## config.mk

```make
export PLATFORM = sky130hd
export DESIGN_NAME = gcd_mmap_master
export DESIGN_NICKNAME = d
export VERILOG_FILES = /design/src/rtl/gcd_mmap_pkg.sv /design/src/rtl/gcd_mmap_master_xact.sv /design/src/rtl/gcd_mmap_master.sv
export SDC_FILE = /design/constraint.sdc
export NUM_CORES = 1
export LEC_CHECK = 0
export BUFFER_PORTS_ARGS = -buffer_cell sky130_fd_sc_hd__buf_2
export CAP_MARGIN = 20
export CORE_ASPECT_RATIO = 1.5
export CORE_MARGIN = 2
export CORE_UTILIZATION = 45
export CTS_CLUSTER_DIAMETER = 40
export DETAILED_ROUTE_END_ITERATION = 10
export GPL_ROUTABILITY_DRIVEN = 0
export PLACE_DENSITY_LB_ADDON = 0.2
export SYNTH_ARGS = -nofsm -noshare
export SYNTH_HDL_FRONTEND = slang
export SYNTH_SLANG_ARGS = --single-unit
```

## constraint.sdc

```tcl
create_clock -name clk -period 5.5 [get_ports clk]
set_clock_uncertainty 0.05 [all_clocks]
set_input_delay 0.55 -clock clk [delete_from_list [all_inputs] [get_ports clk]]
set_output_delay 0.55 -clock clk [all_outputs]
set_load 0.02 [all_outputs]
```

## src/rtl/gcd_mmap_pkg.sv

```systemverilog
// Shared register map, bus strobe encodings and sequencer states for the GCD bus master.
package gcd_mmap_pkg;

  localparam logic [31:0] GCD_OFS_STATUS = 32'h0000_0000;
  localparam logic [31:0] GCD_OFS_Y      = 32'h0000_0004;
  localparam logic [31:0] GCD_OFS_A      = 32'h0000_0008;
  localparam logic [31:0] GCD_OFS_B      = 32'h0000_000C;
  localparam logic [31:0] GCD_OFS_START  = 32'h0000_0010;

  localparam logic [3:0] WSTRB_WR = 4'hF;
  localparam logic [3:0] WSTRB_RD = 4'h0;

  typedef enum logic [2:0] {
    ST_IDLE     = 3'd0,
    ST_WR_A     = 3'd1,
    ST_WR_B     = 3'd2,
    ST_WR_START = 3'd3,
    ST_POLL     = 3'd4,
    ST_RD_Y     = 3'd5,
    ST_RESP     = 3'd6
  } state_t;

  function automatic logic is_bus_state(input state_t s);
    return (s == ST_WR_A) || (s == ST_WR_B) || (s == ST_WR_START) ||
           (s == ST_POLL) || (s == ST_RD_Y);
  endfunction

endpackage

```

## src/rtl/gcd_mmap_master_xact.sv

```systemverilog
// Single native-bus transaction engine: registers the request, holds it until
// mem_ready or timeout, and reports completion in the following (idle) cycle.
module mmap_xact
  import gcd_mmap_pkg::*;
#(
  parameter logic [15:0] TIMEOUT = 16'd1024
) (
  input  logic        clk,
  input  logic        rst_n,
  input  logic        go,
  input  logic [31:0] addr,
  input  logic [31:0] wdata,
  input  logic        is_wr,
  input  logic        mem_ready,
  input  logic [31:0] mem_rdata,
  output logic        mem_valid,
  output logic [31:0] mem_addr,
  output logic [3:0]  mem_wstrb,
  output logic [31:0] mem_wdata,
  output logic        done,
  output logic        err,
  output logic [31:0] rdata_q
);

  logic [15:0] cnt;

  // done/err are high in the cycle after the bus edge, which is also the
  // mandatory idle gap; a go seen then launches the next request.
  always_ff @(posedge clk) begin
    if (!rst_n) begin
      mem_valid <= 1'b0;
      mem_addr  <= '0;
      mem_wstrb <= '0;
      mem_wdata <= '0;
      done      <= 1'b0;
      err       <= 1'b0;
      rdata_q   <= '0;
      cnt       <= '0;
    end else begin
      done <= 1'b0;
      err  <= 1'b0;
      if (mem_valid) begin
        if (mem_ready) begin
          mem_valid <= 1'b0;
          done      <= 1'b1;
          rdata_q   <= mem_rdata;
        end else if (cnt == TIMEOUT - 16'd1) begin
          mem_valid <= 1'b0;
          err       <= 1'b1;
        end else begin
          cnt <= cnt + 16'd1;
        end
      end else if (go) begin
        mem_valid <= 1'b1;
        mem_addr  <= addr;
        mem_wstrb <= is_wr ? WSTRB_WR : WSTRB_RD;
        mem_wdata <= is_wr ? wdata : 32'h0;
        cnt       <= '0;
      end
    end
  end

endmodule

```

## src/rtl/gcd_mmap_master.sv

```systemverilog
// Command-driven bus master for the GCD peripheral: writes A, B, START, polls
// STATUS until idle, reads Y and returns it (or an error) on a response handshake.
module gcd_mmap_master
  import gcd_mmap_pkg::*;
#(
  parameter logic [31:0] BASE_ADDR  = 32'h4000_0000,
  parameter logic [15:0] TIMEOUT    = 16'd1024,
  parameter logic [15:0] POLL_LIMIT = 16'd4096,
  parameter logic [31:0] BUSY_MASK  = 32'h0000_0001
) (
  input  logic        clk,
  input  logic        rst_n,
  input  logic        cmd_valid,
  output logic        cmd_ready,
  input  logic [31:0] cmd_a,
  input  logic [31:0] cmd_b,
  output logic        rsp_valid,
  input  logic        rsp_ready,
  output logic [31:0] rsp_y,
  output logic        rsp_err,
  output logic        mem_valid,
  output logic [31:0] mem_addr,
  output logic [3:0]  mem_wstrb,
  output logic [31:0] mem_wdata,
  input  logic        mem_ready,
  input  logic [31:0] mem_rdata,
  output logic        busy
);

  state_t      state, nxt;
  logic        launch_q;
  logic [31:0] a_q, b_q;
  logic [15:0] poll_cnt;
  logic        x_go, x_wr, x_done, x_err;
  logic [31:0] x_addr, x_wdata, x_rdata;

  assign cmd_ready = (state == ST_IDLE);
  assign busy      = (state != ST_IDLE);
  assign rsp_valid = (state == ST_RESP);

  // Next state is resolved during the gap cycle so the following request
  // can be launched on the same edge, keeping 3 cycles per transaction.
  always_comb begin
    nxt = state;
    if (x_err) begin
      nxt = ST_RESP;
    end else if (x_done) begin
      case (state)
        ST_WR_A:     nxt = ST_WR_B;
        ST_WR_B:     nxt = ST_WR_START;
        ST_WR_START: nxt = ST_POLL;
        ST_POLL: begin
          if ((x_rdata & BUSY_MASK) == 32'h0)    nxt = ST_RD_Y;
          else if (poll_cnt == POLL_LIMIT - 16'd1) nxt = ST_RESP;
          else                                    nxt = ST_POLL;
        end
        ST_RD_Y:     nxt = ST_RESP;
        default:     nxt = state;
      endcase
    end
  end

  always_comb begin
    x_go    = (launch_q || x_done) && is_bus_state(nxt);
    x_addr  = BASE_ADDR + GCD_OFS_STATUS;
    x_wdata = 32'h0;
    x_wr    = 1'b0;
    case (nxt)
      ST_WR_A:     begin x_addr = BASE_ADDR + GCD_OFS_A;     x_wdata = a_q;   x_wr = 1'b1; end
      ST_WR_B:     begin x_addr = BASE_ADDR + GCD_OFS_B;     x_wdata = b_q;   x_wr = 1'b1; end
      ST_WR_START: begin x_addr = BASE_ADDR + GCD_OFS_START; x_wdata = 32'h1; x_wr = 1'b1; end
      ST_RD_Y:     x_addr = BASE_ADDR + GCD_OFS_Y;
      default:     x_addr = BASE_ADDR + GCD_OFS_STATUS;
    endcase
  end

  always_ff @(posedge clk) begin
    if (!rst_n) begin
      state    <= ST_IDLE;
      launch_q <= 1'b0;
      a_q      <= '0;
      b_q      <= '0;
      poll_cnt <= '0;
      rsp_y    <= '0;
      rsp_err  <= 1'b0;
    end else begin
      launch_q <= 1'b0;
      case (state)
        ST_IDLE: begin
          if (cmd_valid) begin
            a_q      <= cmd_a;
            b_q      <= cmd_b;
            poll_cnt <= '0;
            rsp_y    <= '0;
            rsp_err  <= 1'b0;
            state    <= ST_WR_A;
            launch_q <= 1'b1;
          end
        end
        ST_RESP: begin
          if (rsp_ready) state <= ST_IDLE;
        end
        default: begin
          if (x_err) begin
            state   <= ST_RESP;
            rsp_err <= 1'b1;
            rsp_y   <= '0;
          end else if (x_done) begin
            state <= nxt;
            if (state == ST_POLL && nxt == ST_POLL) poll_cnt <= poll_cnt + 16'd1;
            if (state == ST_POLL && nxt == ST_RESP) begin
              rsp_err <= 1'b1;
              rsp_y   <= '0;
            end
            if (state == ST_RD_Y) rsp_y <= x_rdata;
          end
        end
      endcase
    end
  end

  mmap_xact #(
    .TIMEOUT(TIMEOUT)
  ) u_xact (
    .clk       (clk),
    .rst_n     (rst_n),
    .go        (x_go),
    .addr      (x_addr),
    .wdata     (x_wdata),
    .is_wr     (x_wr),
    .mem_ready (mem_ready),
    .mem_rdata (mem_rdata),
    .mem_valid (mem_valid),
    .mem_addr  (mem_addr),
    .mem_wstrb (mem_wstrb),
    .mem_wdata (mem_wdata),
    .done      (x_done),
    .err       (x_err),
    .rdata_q   (x_rdata)
  );

endmodule

```

==> out/results.ini <==
[floorplanning]
fp.dieH_um=170
ios=206
row_count=60
floorplan.initialDensity=0.461
coreArea_um2=18000
die_x_um=115
dieArea_um2=19600

[synth]
synth_edf_count=0
synth_ff_type=dfxtp_1
async_flop_share=0
synth_area_um2=8310
ys_warn_count=0
seq_area_frac_synth=0.494
ys_types=55
netlist_instances=885
syn_avg_cell_area_um2=9.39
synth-seq-cells=205

[timing]
slew_headroom=0.414
min_period_ps=2950
worstMarginPinSlew_ps=877
final_hold_viol_count=0
drv_slew=0
rsz0062_at_grt=no
min_period_over_period=0.537
finalSetupViolCount=0
holdWs_ps=193
tns_ps=0
fmax_ghz=0.339

[critical_path]
arrival_ps=3340
critPathKind=reg -> reg
cp-start-kind=register
path_max_fanout=42
end_kind=register
required_ps=5880

[clock_tree]
clk_latency_ps=510
clkSinkCount=205
clkTransAtPathRegs_ps=60
cts_hold_buf=0
clock_path_buffers=3
cts_tree=done
cts_made_buffers=24
clockRootBuffer=clkbuf_16
cts_resized=0
htreeDepth=1
postCtsSetupRepairBufs=0

[pwr]
total_power_mw=3.56
peakVddDrop_mv=0.292
powerDensity_nw_per_um2=356
p_leak_nw=4.06

[placement]
io_buffers=177
hpwl_um=12900

[finish]
finalNetCount=1131
final_util=0.556
drive_above_1_share=0.235
syn_to_final_growth_pct=20.5
layout_common_cells=205 x dfxtp_1, 177 x buf_2, 156 x nand2_1, 65 x a22o_1, 63 x a21oi_1
antenna_cells=0
final_common_cell=dfxtp_1

[global_route]
grt_usage=0.196
grt_max_degree=61
grt_pass1_wl_um=31800
grt_overflow=0
grt_antenna_before_repair=0
grt_pass1_vias=6475

[flow_run]
drv_cap=0

[drt]
firstDrtPassIters=5
drt_iter0_drc=370
post_drt_via_cell_ratio=5.46
drtAntennaViolNets=0
wl_um=19900
wl_per_cell_um=15.8
drcViolationCount=0
vias=6885

[hold_path]
min_path_type=in -> reg

[status]
outcome=completed

Yosys cell counts, types with 4 or more instances:
| cell | n | share of area |
|---|---|---|
| o31ai_1 | 7 | 0.0063 |
| a22oi_1 | 33 | 0.030 |
| o21ai_0 | 14 | 0.0084 |
| a22o_1 | 65 | 0.069 |
| buf_6 | 10 | 0.014 |
| nor2b_1 | 5 | 0.0038 |
| nand3b_1 | 12 | 0.011 |
| buf_1 | 7 | 0.0032 |
| nor3_1 | 6 | 0.0036 |
| a21oi_1 | 64 | 0.039 |
| clkbuf_1 | 41 | 0.019 |
| o21a_1 | 4 | 0.0036 |
| or3_1 | 8 | 0.0060 |
| o2bb2ai_1 | 33 | 0.035 |
| buf_4 | 32 | 0.029 |
| buf_2 | 10 | 0.0060 |
| and3_1 | 7 | 0.0053 |
| or4_1 | 8 | 0.0072 |
| and2_1 | 4 | 0.0030 |
| nor2_1 | 25 | 0.011 |
| nand3_1 | 24 | 0.014 |
| mux2i_1 | 44 | 0.053 |
| dfxtp_1 | 205 | 0.49 |
| inv_1 | 8 | 0.0036 |
| nand2b_1 | 4 | 0.0030 |
| nand4_1 | 8 | 0.0060 |
| nand2_1 | 156 | 0.070 |
cell families after synthesis:
| kind of cell | synth area share |
|---|---|
| other cells | 0.000451 |
| flops | 0.494 |
| fa+ha+maj | 0.00301 |
| simple gates | 0.162 |
| mux | 0.0530 |
| compound gates | 0.210 |
| xor+xnor | 0.00316 |
| buf+inv | 0.0742 |
power breakdown:
part | switching, mW | total [mW] | leakage (nW) | internal (mW)
Sequential | 0.0301 | 1.56 | 1.66 | 1.53
Clock | 0.642 | 1.69 | 0.419 | 1.05
Combinational | 0.194 | 0.312 | 1.97 | 0.119
Total | 0.866 | 3.56 | 4.06 | 2.70
final timing paths:
kind	startpoint	endpoint	slack, ps	depth (start not counted)
worst min-delay path	cmd_a[14]	a_q[14]$_SDFFE_PN0P_	190	2
worst min register to register	rsp_y[29]$_SDFFE_PN0P_	rsp_y[29]$_SDFFE_PN0P_	400	2
worst max-delay path	state[2]$_SDFFE_PN0P_	u_xact.mem_wdata[8]$_SDFFE_PN0P_	2550	8
worst max register to register	state[2]$_SDFFE_PN0P_	u_xact.mem_wdata[8]$_SDFFE_PN0P_	2550	8
layer usage:
metal	track usage	vias up	wire length (um)
met5	0	-	0
met4	0.0534	0	348
met3	0.0399	27	1270
met2	0.340	213	9840
met1	0.247	3245	8460
li1	-	3400	-
flip-flops by register name, indices dropped and copies added (netlist names):
name,cells
a_q,32
b_q,32
rsp_y,32
u_xact.mem_wdata,32
u_xact.rdata_q,32
poll_cnt,16
u_xact.cnt,16
u_xact.mem_addr,4
state,3
launch_q,1
rsp_err,1
u_xact.done,1
u_xact.err,1
u_xact.mem_valid,1
u_xact.mem_wstrb,1
critical path, stage by stage (launching register included):
cell and delay, ps:
dfxtp_1 460, nand4b_1 250, a21o_1 230, a22oi_1 490, a221o_1 250, buf_4 370, and2_1 210, buf_4 370
o2bb2ai_1 170
metrics by stage:
| step | std cells | cell area [um2] | worst slack (ps) |
|---|---|---|---|
| 3_3_place_gp | 1217 | 9100 | 2680 |
| 2_1_floorplan | 912 | 8410 | 3200 |
| 4_1_cts | 1260 | 9990 | 2560 |
| 5_1_grt | 1261 | 10000 | 2390 |
| 6_report | 1261 | 10000 | 2550 |
| 3_5_place_dp | 1218 | 9130 | 2610 |
layout make-up:
cell class / count / area [um2]
flip-flops and latches: 205 / 4100
fillers: 1647 / 8000
multi-input cells: 598 / 3720
repair buffers: 190 / 1020
well taps: 217 / 272
clock buffers: 30 / 653
clock inverters: 12 / 208
inverters: 9 / 33.8
Power figures use the tool's default switching activity.
